[src/rtl/mem_port_arbiter_if.sv]
// Bus bundle between the memory port arbiter and its neighbours: the fetch
// requester, the writeback data requester, the single-port memory bus, and
// the stall / error status lines.
//   slave  : arbiter view (takes requests and memory responses, drives acks,
//            the memory cycle and status).
//   master : environment view (requesters + memory model).
interface mem_port_arbiter_if;
  // fetch side
  logic        if_req;
  logic [31:0] if_addr;
  logic [31:0] if_rdata;
  logic        if_ack;
  // data side
  logic        dm_mr;
  logic        dm_mw;
  logic [31:0] dm_addr;
  logic [31:0] dm_wdata;
  logic [31:0] dm_rdata;
  logic        dm_ack;
  // memory bus
  logic        mem_ce;
  logic        mem_we;
  logic [31:0] mem_addr;
  logic [31:0] mem_wdata;
  logic [31:0] mem_rdata;
  logic        mem_ready;
  // status
  logic        stall_req;
  logic        bus_err;

  modport slave (
    input  if_req, if_addr, dm_mr, dm_mw, dm_addr, dm_wdata, mem_rdata, mem_ready,
    output if_rdata, if_ack, dm_rdata, dm_ack, mem_ce, mem_we, mem_addr, mem_wdata,
           stall_req, bus_err
  );

  modport master (
    output if_req, if_addr, dm_mr, dm_mw, dm_addr, dm_wdata, mem_rdata, mem_ready,
    input  if_rdata, if_ack, dm_rdata, dm_ack, mem_ce, mem_we, mem_addr, mem_wdata,
           stall_req, bus_err
  );
endinterface

[src/rtl/mem_port_arbiter.sv]
// Shares one single-port memory bus between instruction fetch and data
// accesses. Data wins over fetch, except that after MAX_DM_STREAK back-to-back
// data grants a waiting fetch is forced through. Each memory cycle is a
// registered ce/ready handshake; a cycle that sees no mem_ready for TIMEOUT
// busy cycles is aborted, acked with 32'hDEADBEEF read data, and latches a
// sticky bus_err.
// Ports:
//   clk, rst : clock (rising edge), asynchronous active-high reset
//   bus      : mem_port_arbiter_if.slave -- fetch/data request+ack, memory
//              bus (ce/we/addr/wdata out, rdata/ready in), stall_req, bus_err
module mem_port_arbiter #(
  parameter int MAX_DM_STREAK = 4,
  parameter int TIMEOUT       = 15
) (
  input  logic                     clk,
  input  logic                     rst,
  mem_port_arbiter_if.slave        bus
);
  localparam int          SW         = $clog2(MAX_DM_STREAK + 1);
  localparam int          TW         = $clog2(TIMEOUT + 1);
  localparam logic [31:0] ABORT_DATA = 32'hDEADBEEF;

  typedef enum logic [1:0] {IDLE, DM_BUSY, IF_BUSY} state_t;

  // registered memory-cycle request, held constant while busy
  typedef struct packed {
    logic        ce;
    logic        we;
    logic [31:0] addr;
    logic [31:0] wdata;
  } mreq_t;

  state_t        state_q, state_d;
  mreq_t         mreq_q, mreq_d;
  logic [SW-1:0] streak_q, streak_d;
  logic [TW-1:0] tmo_q, tmo_d;
  logic [31:0]   if_rdata_q, if_rdata_d;
  logic [31:0]   dm_rdata_q, dm_rdata_d;
  logic          if_ack_q, if_ack_d;
  logic          dm_ack_q, dm_ack_d;
  logic          err_q, err_d;

  logic          dm_pend;
  logic          if_forced;
  logic          abort;
  logic [31:0]   rd_data;

  always_comb begin
    dm_pend   = bus.dm_mr | bus.dm_mw;
    // fetch overrides data once the data streak has hit its limit
    if_forced = bus.if_req && (streak_q == SW'(MAX_DM_STREAK));
    // this busy cycle is the TIMEOUT-th one without ready
    abort     = (tmo_q == TW'(TIMEOUT - 1)) && !bus.mem_ready;
    rd_data   = bus.mem_ready ? bus.mem_rdata : ABORT_DATA;
  end

  always_comb begin
    state_d    = state_q;
    mreq_d     = mreq_q;
    streak_d   = streak_q;
    tmo_d      = tmo_q;
    if_rdata_d = if_rdata_q;
    dm_rdata_d = dm_rdata_q;
    if_ack_d   = 1'b0;
    dm_ack_d   = 1'b0;
    err_d      = err_q;
    unique case (state_q)
      IDLE: begin
        if (dm_pend && !if_forced) begin
          state_d     = DM_BUSY;
          mreq_d.ce   = 1'b1;
          mreq_d.addr = bus.dm_mr ? bus.dm_addr : bus.dm_addr;
          // mr+mw together is a read
          mreq_d.we   = bus.dm_mw & ~bus.dm_mr;
          if (bus.dm_mw && !bus.dm_mr) mreq_d.wdata = bus.dm_wdata;
          if (streak_q != SW'(MAX_DM_STREAK)) streak_d = streak_q + 1'b1;
          tmo_d       = '0;
        end else if (bus.if_req) begin
          state_d     = IF_BUSY;
          mreq_d.ce   = 1'b1;
          mreq_d.we   = 1'b0;
          mreq_d.addr = bus.if_addr;
          streak_d    = '0;
          tmo_d       = '0;
        end
      end
      DM_BUSY, IF_BUSY: begin
        if (bus.mem_ready || abort) begin
          state_d   = IDLE;
          mreq_d.ce = 1'b0;
          mreq_d.we = 1'b0;
          if (state_q == DM_BUSY) begin
            dm_ack_d = 1'b1;
            if (!mreq_q.we) dm_rdata_d = rd_data;
          end else begin
            if_ack_d   = 1'b1;
            if_rdata_d = rd_data;
          end
          if (!bus.mem_ready) err_d = 1'b1;
        end else begin
          tmo_d = tmo_q + 1'b1;
        end
      end
      default: state_d = IDLE;
    endcase
  end

  always_ff @(posedge clk or posedge rst) begin
    if (rst) begin
      state_q    <= IDLE;
      mreq_q     <= '0;
      streak_q   <= '0;
      tmo_q      <= '0;
      if_rdata_q <= '0;
      dm_rdata_q <= '0;
      if_ack_q   <= 1'b0;
      dm_ack_q   <= 1'b0;
      err_q      <= 1'b0;
    end else begin
      state_q    <= state_d;
      mreq_q     <= mreq_d;
      streak_q   <= streak_d;
      tmo_q      <= tmo_d;
      if_rdata_q <= if_rdata_d;
      dm_rdata_q <= dm_rdata_d;
      if_ack_q   <= if_ack_d;
      dm_ack_q   <= dm_ack_d;
      err_q      <= err_d;
    end
  end

  assign bus.mem_ce    = mreq_q.ce;
  assign bus.mem_we    = mreq_q.we;
  assign bus.mem_addr  = mreq_q.addr;
  assign bus.mem_wdata = mreq_q.wdata;
  assign bus.if_rdata  = if_rdata_q;
  assign bus.dm_rdata  = dm_rdata_q;
  assign bus.if_ack    = if_ack_q;
  assign bus.dm_ack    = dm_ack_q;
  assign bus.bus_err   = err_q;
  // acks are registered, so the stall drops in the ack cycle itself
  assign bus.stall_req = (bus.if_req & ~if_ack_q) | (dm_pend & ~dm_ack_q);
endmodule

[src/flat_wrapper.sv]
// flat-port wrapper written by rule: the top's interface ports become plain ports
module mem_port_arbiter_flat 
#(
  parameter int MAX_DM_STREAK = 4,
  parameter int TIMEOUT       = 15
)
  (clk, rst, bus_if_req, bus_if_addr, bus_dm_mr, bus_dm_mw, bus_dm_addr, bus_dm_wdata, bus_mem_rdata, bus_mem_ready, bus_if_rdata, bus_if_ack, bus_dm_rdata, bus_dm_ack, bus_mem_ce, bus_mem_we, bus_mem_addr, bus_mem_wdata, bus_stall_req, bus_bus_err);
  mem_port_arbiter_if bus_i ();
  input  logic clk;
  input  logic rst;
  input wire logic [$bits(bus_i.if_req)-1:0] bus_if_req;
  input wire logic [$bits(bus_i.if_addr)-1:0] bus_if_addr;
  input wire logic [$bits(bus_i.dm_mr)-1:0] bus_dm_mr;
  input wire logic [$bits(bus_i.dm_mw)-1:0] bus_dm_mw;
  input wire logic [$bits(bus_i.dm_addr)-1:0] bus_dm_addr;
  input wire logic [$bits(bus_i.dm_wdata)-1:0] bus_dm_wdata;
  input wire logic [$bits(bus_i.mem_rdata)-1:0] bus_mem_rdata;
  input wire logic [$bits(bus_i.mem_ready)-1:0] bus_mem_ready;
  output wire logic [$bits(bus_i.if_rdata)-1:0] bus_if_rdata;
  output wire logic [$bits(bus_i.if_ack)-1:0] bus_if_ack;
  output wire logic [$bits(bus_i.dm_rdata)-1:0] bus_dm_rdata;
  output wire logic [$bits(bus_i.dm_ack)-1:0] bus_dm_ack;
  output wire logic [$bits(bus_i.mem_ce)-1:0] bus_mem_ce;
  output wire logic [$bits(bus_i.mem_we)-1:0] bus_mem_we;
  output wire logic [$bits(bus_i.mem_addr)-1:0] bus_mem_addr;
  output wire logic [$bits(bus_i.mem_wdata)-1:0] bus_mem_wdata;
  output wire logic [$bits(bus_i.stall_req)-1:0] bus_stall_req;
  output wire logic [$bits(bus_i.bus_err)-1:0] bus_bus_err;
  assign bus_i.if_req = bus_if_req;
  assign bus_i.if_addr = bus_if_addr;
  assign bus_i.dm_mr = bus_dm_mr;
  assign bus_i.dm_mw = bus_dm_mw;
  assign bus_i.dm_addr = bus_dm_addr;
  assign bus_i.dm_wdata = bus_dm_wdata;
  assign bus_i.mem_rdata = bus_mem_rdata;
  assign bus_i.mem_ready = bus_mem_ready;
  assign bus_if_rdata = bus_i.if_rdata;
  assign bus_if_ack = bus_i.if_ack;
  assign bus_dm_rdata = bus_i.dm_rdata;
  assign bus_dm_ack = bus_i.dm_ack;
  assign bus_mem_ce = bus_i.mem_ce;
  assign bus_mem_we = bus_i.mem_we;
  assign bus_mem_addr = bus_i.mem_addr;
  assign bus_mem_wdata = bus_i.mem_wdata;
  assign bus_stall_req = bus_i.stall_req;
  assign bus_bus_err = bus_i.bus_err;
  mem_port_arbiter #(.MAX_DM_STREAK(MAX_DM_STREAK), .TIMEOUT(TIMEOUT)) u_core (.clk(clk), .rst(rst), .bus(bus_i));
endmodule
[config.mk]
export PLATFORM = sky130hd
export DESIGN_NAME = mem_port_arbiter_flat
export DESIGN_NICKNAME = d
export VERILOG_FILES = /design/src/rtl/mem_port_arbiter_if.sv /design/src/rtl/mem_port_arbiter.sv /design/src/flat_wrapper.sv
export SDC_FILE = /design/constraint.sdc
export NUM_CORES = 1
export LEC_CHECK = 0
export ABC_AREA = 1
export BUFFER_PORTS_ARGS = -buffer_cell sky130_fd_sc_hd__buf_2
export CORE_ASPECT_RATIO = 0.8
export CORE_MARGIN = 4
export CORE_UTILIZATION = 53
export CTS_BUF_LIST = sky130_fd_sc_hd__clkbuf_8
export DETAILED_ROUTE_END_ITERATION = 6
export PLACE_DENSITY = 0.88
export SYNTH_ARGS = -nofsm -noshare
export SYNTH_HDL_FRONTEND = slang
export SYNTH_SLANG_ARGS = --single-unit
[constraint.sdc]
create_clock -name clk -period 6.55 [get_ports clk]
set_input_delay 0.3275 -clock clk [delete_from_list [all_inputs] [get_ports clk]]
set_output_delay 0.3275 -clock clk [all_outputs]
set_load 0.005 [all_outputs]
* Word-level counts from Yosys, hierarchy flattened *
Index checks and enable logic that the tools add are counted.

word-level totals
  input port bits = 134
  bits in registers = 142
  output and inout bits = 134
  word-level logic and storage cells = 76

operators by class
  equal/unequal tests = 9
  multiplexer cells = 21
  reduce and logical (&&, ||, !) cells = 21
  add/subtract/negate cells = 2
  bitwise gates (word level) = 11

operator list
  operator                                                number
  2-to-1 mux 34 bit                                       2
  2-to-1 mux 32 bit                                       1
  AND reduction 3 bit                                     6
  2-to-1 mux 4 bit                                        3
  2-to-1 mux 3 bit                                        3
  case mux 2 bit (2 select lines)                         2
  case mux 4 bit (2 select lines)                         1
  2-to-1 mux 1 bit                                        6
  2-to-1 mux 2 bit                                        3
  NOT 1 bit                                               6
  adder 4 x 1 -> 4 bit (second input constant)            1
  equality test 4 bit (second input constant)             1
  logical AND 1 bit                                       4
  inequality test 2 bit (second input constant)           2
  AND reduction 2 bit                                     2
  AND reduction 4 bit                                     1
  nonzero test 2 bit                                      2
  adder 3 x 1 -> 3 bit (second input constant)            1
  bitwise AND 1 bit                                       3
  equality test 3 bit (second input constant)             1
  zero test 1 bit                                         3
  inequality test 3 x 2 -> 1 bit (second input constant)  1
  inequality test 3 bit (second input constant)           1
  equality test 2 x 1 -> 1 bit (second input constant)    1
  6 further kinds                                         7

* Longest topological paths before layout *
  depth after elaboration = 6
  gate-level depth with buffers = 9

* Worst setup path before layout *
No wires, ideal clock.

  kind = register -> register
  start point = register u_core.state_q[0]
  end point = register u_core.dm_rdata_q[1], in the netlist u_core.bus.dm_rdata[1]
  arrival time = 1.322 ns
  data required time = 6.425 ns
  cell stages (with the launch flop) = 9
  slack = 5.103 ns
  setup time = 0.125 ns
  path buffers = 1
  clock period less this slack = 1.447 ns
  path through = dfrtp_1 inv_1 ha_1 inv_2 nor2_1 nand3_4 buf_2 nand2_1 o21ai_1

between the ends
  longest elaborated chain between the ends = 3
  elaborated cells on any way between the ends = 4
  classes of those cells = eq/ne: 2; reduce/logical: 2

RTL lines
  what                                                                 RTL line                                        source
  from (decl)                                                          mem_port_arbiter.sv:33                          state_t state_q, state_d;
  from (signal assigned)                                               mem_port_arbiter.sv:120                         state_q <= state_d;
  equality test 2 bit or equality test 2 x 1 -> 1 bit (tied branches)  mem_port_arbiter.sv:67, mem_port_arbiter.sv:92
  OR reduction 2 bit                                                   mem_port_arbiter.sv:67                          unique case (state_q)
  AND reduction 4 bit (no source line) *                               --
  to (signal assigned)                                                 mem_port_arbiter.sv:125                         dm_rdata_q <= dm_rdata_d;
  to (decl)                                                            mem_port_arbiter.sv:38                          logic [31:0] dm_rdata_q, dm_rdata_d;

Mark *: on every way between the ends. The rest lies on a longest branch, timed or not.
A chain may end at the register's enable or synchronous reset.

* Worst setup path after layout *
  start point = register u_core.state_q[0]
  end point = register u_core.mreq_q, in the netlist u_core.bus.mem_addr[11]

between the ends
  longest elaborated chain between the ends = 2

RTL lines
  what                                  RTL line                 source
  zero test 2 bit                       mem_port_arbiter.sv:67
  AND reduction 2 bit (no source line)  --
  to (signal assigned)                  mem_port_arbiter.sv:121  mreq_q <= mreq_d;
  to (decl)                             mem_port_arbiter.sv:34   mreq_t mreq_q, mreq_d;

No other way between the ends.

==> run_results.csv <==
group,metric,value,unit
run_status,status,"complete, but fails checks",
run_status,violations,"negative hold slack",
routing,viasPerCell,5.01,
sta,fin_tns_setup,0,ns
routing,totalWireLength,16.3,mm
place,post-dp-hpwl,11.6,mm
floorplan,pin_count,268,
synthesis,synth.avg_cell_area,8.54,um^2
job,cap_violations,0,
sta,setup_violations,0,
clock_tree,cts_hold_buf,0,
min_path,hold_path_class,"input pin to async pin",
clock_tree,cts_buffers,17,
routing,ant_nets,0,
floorplan,die_area,13600,um^2
routing,dr.pass1.iters,5,
floorplan,coreArea,11600,um^2
worst_setup_path,r2r_slack,3.91,ns
sta,drv_slew,0,
clock_tree,clock_path_buffers,2,
synthesis,synthArstFlopShare,100,%
worst_setup_path,critPathRequiredTime,6.87,ns
grt,grt_max_degree,77,
clock_tree,post-cts-setup-buffer-count,0,
synthesis,synth_edf_count,0,
routing,wire_per_inst,14.2,um
grt,first_global_vias,5177,
cells_and_area,drive_above_1_share,32.8,%
cells_and_area,layout.nets,1122,
place,gp_congestion,0.803,
worst_setup_path,crit_type,"flop to flop",
grt,grt_remaining_overflow,0,
synthesis,synth_top_area_share,56.7,%
clock_tree,cts_num_sinks,142,
clock_tree,cts_max_level,4,
sta,holdWs,-0.0115,ns
routing,initialDrtViolationCount,355,
floorplan,die_w,130,um
synthesis,synth_cells,734,
clock_tree,cts-resized-gates,0,
floorplan,start_util,54.2,%
synthesis,syn_nets,875,
sta,tightest_slew,1.11,ns
worst_setup_path,worstPathArrival,2.96,ns
synthesis,ys_ff_latch,142,
sta,finalHoldViolations,14,
synthesis,synthFlopType,"dfrtp_1",
worst_setup_path,startpoint,"u_core.state_q[0]",
sta,fin_crit_sh,40.3,%
synthesis,synth_top_cells_by_area,"dfrtp_1 57%, nand2_1 20%, o21ai_1 4.6%",
worst_setup_path,rr_endpoint,"u_core.bus.mem_addr[11]",
clock_tree,root_buffer,"clkbuf_8",
power_and_ir_drop,p_total,3.57,mW
synthesis,yosysUniqueCellTypes,26,
worst_setup_path,cp-end-kind,"flop",
worst_setup_path,reg2reg_from,"u_core.state_q[0]",
sta,slew_headroom,25.5,%
synthesis,yosys.area.top_type,"dfrtp_1",
sta,max_freq,378,MHz
synthesis,synth.most_common_cell,"nand2_1",
clock_tree,tritoncts,"built",
grt,antenna_found_initial,0,
power_and_ir_drop,power-per-cell-area,450,nW/um^2
synthesis,synthesis.area,6270,um^2
clock_tree,clk_latency,0.43,ns
cells_and_area,synthToLayoutAreaGrowth,26.3,%
grt,grt_pass1_wl,25.3,mm
floorplan,die-height,105,um
worst_setup_path,crit_end,"u_core.bus.mem_addr[11]",
cells_and_area,final_core_utilization,68.5,%
synthesis,yosys_warnings,0,
power_and_ir_drop,ir_worst_vdd,0.252,mV
routing,post-route-drc-count,0,
synthesis,synth_commonest_cells,"336 x nand2_1, 142 x dfrtp_1, 58 x o21ai_1",
worst_setup_path,worst_setup_path_start_kind,"flop",
power_and_ir_drop,leakage,4.51,nW
clock_tree,clkTransAtPathRegs,0.08,ns
sta,rsz0062_at_grt,"no",
place,portBuffers,267,
sta,clock_skew,0.0165,ns
cells_and_area,antennaDiodeCount,0,
sta,period_needed,2.64,ns
routing,num_vias,5726,
worst_setup_path,worst-path-max-fanout,40,
floorplan,fp-row-count,35,
grt,grt_usage,23.0,%
worst_setup_path,r2r_cells,7,
synthesis,ys_seq_area_share,56.7,%
-- through the flow --
step                area [um^2]  instances  worst slack [ns]
floorplan                  6270        734              2.41
global route               7920       1142              3.61
global placement           7530       1110              4.01
CTS                        7920       1142              3.90
finish                     7920       1142              3.91
detailed placement         7530       1110              3.92
-- placed cells by master (no fill, tap or decap), drive strengths merged --
cell type / synthesis / routed
inv: 21 / 28
bufinv: 0 / 1
xnor2: 1 / 1
nand3b: 1 / 1
clkinvlp: 0 / 5
nand3: 44 / 44
clkinv: 0 / 2
a21oi: 1 / 1
nand4: 1 / 1
clkbuf: 4 / 17
dfrtp: 142 / 142
buf: 36 / 268
a21o: 1 / 1
o21ai: 97 / 97
ha: 7 / 7
o22ai: 1 / 1
nand2: 341 / 341
nor2: 36 / 36
-- cell families after synthesis --
family / share of synthesized area [%]
AO/OA/AOI/OAI: 8.82
flip-flops: 56.7
XOR/XNOR: 0.140
AND/OR/NAND/NOR: 27.4
buffers and inverters: 5.59
adder cells (fa/ha/maj): 1.40
-- per-layer routing --
layer,GRT usage (%),vias to the layer above,share of wire (%)
li1,-,2830,-
met1,30.5,2647,42
met2,37.2,231,48
met3,6.99,18,8.9
met4,5.79,0,1.3
met5,0,-,0
-- sequential cells by signal, summed over array words and instances (netlist names) --
| register | count |
|---|---|
| u_core.bus.if_ack | 1 |
| u_core.bus.mem_ce | 1 |
| u_core.bus.dm_ack | 1 |
| u_core.bus.mem_we | 1 |
| u_core.bus.mem_wdata | 32 |
| u_core.bus.mem_addr | 32 |
| u_core.tmo_q | 4 |
| u_core.bus.if_rdata | 32 |
| u_core.bus.bus_err | 1 |
| u_core.state_q | 2 |
| u_core.bus.dm_rdata | 32 |
| u_core.streak_q | 3 |
-- worst max-delay path, cell delays in order (launching register included) --
cell and delay (ns):
dfrtp_1 0.41, inv_1 0.09, ha_1 0.22, inv_2 0.24
a21oi_4 0.84, inv_2 0.48, nand2_1 0.17, nand2_1 0.06
-- power breakdown --
part | internal [mW] | switching [mW]
logic | 0.566 | 0.807
clock network | 0.312 | 0.369
registers | 1.29 | 0.224
-- worst min-delay path by stage --
stage	start	to	slack, ns	cells past startpoint
after floorplan	bus_dm_wdata[21]	u_core.bus.mem_wdata[21]	0.44	2
after CTS	rst	u_core.tmo_q[2]	0.005	2
after global routing	rst	u_core.bus.mem_wdata[19]	0.04	2
after global placement	u_core.bus.bus_err	u_core.bus.bus_err	0.44	1
after detailed placement	u_core.bus.bus_err	u_core.bus.bus_err	0.44	1
final	rst	u_core.bus.mem_wdata[2]	-0.01	2
-- layout make-up --
| class | instances | area, um^2 |
|---|---|---|
| Sequential cell | 142 | 3550 |
| Inverter | 21 | 86.3 |
| Tap cell | 148 | 185 |
| Multi-Input combinational cell | 531 | 2360 |
| Timing Repair Buffer | 268 | 1340 |
| Clock inverter | 15 | 151 |
| Fill cell | 950 | 3640 |
| Clock buffer | 17 | 234 |
Power figures use the tool's default switching activity.
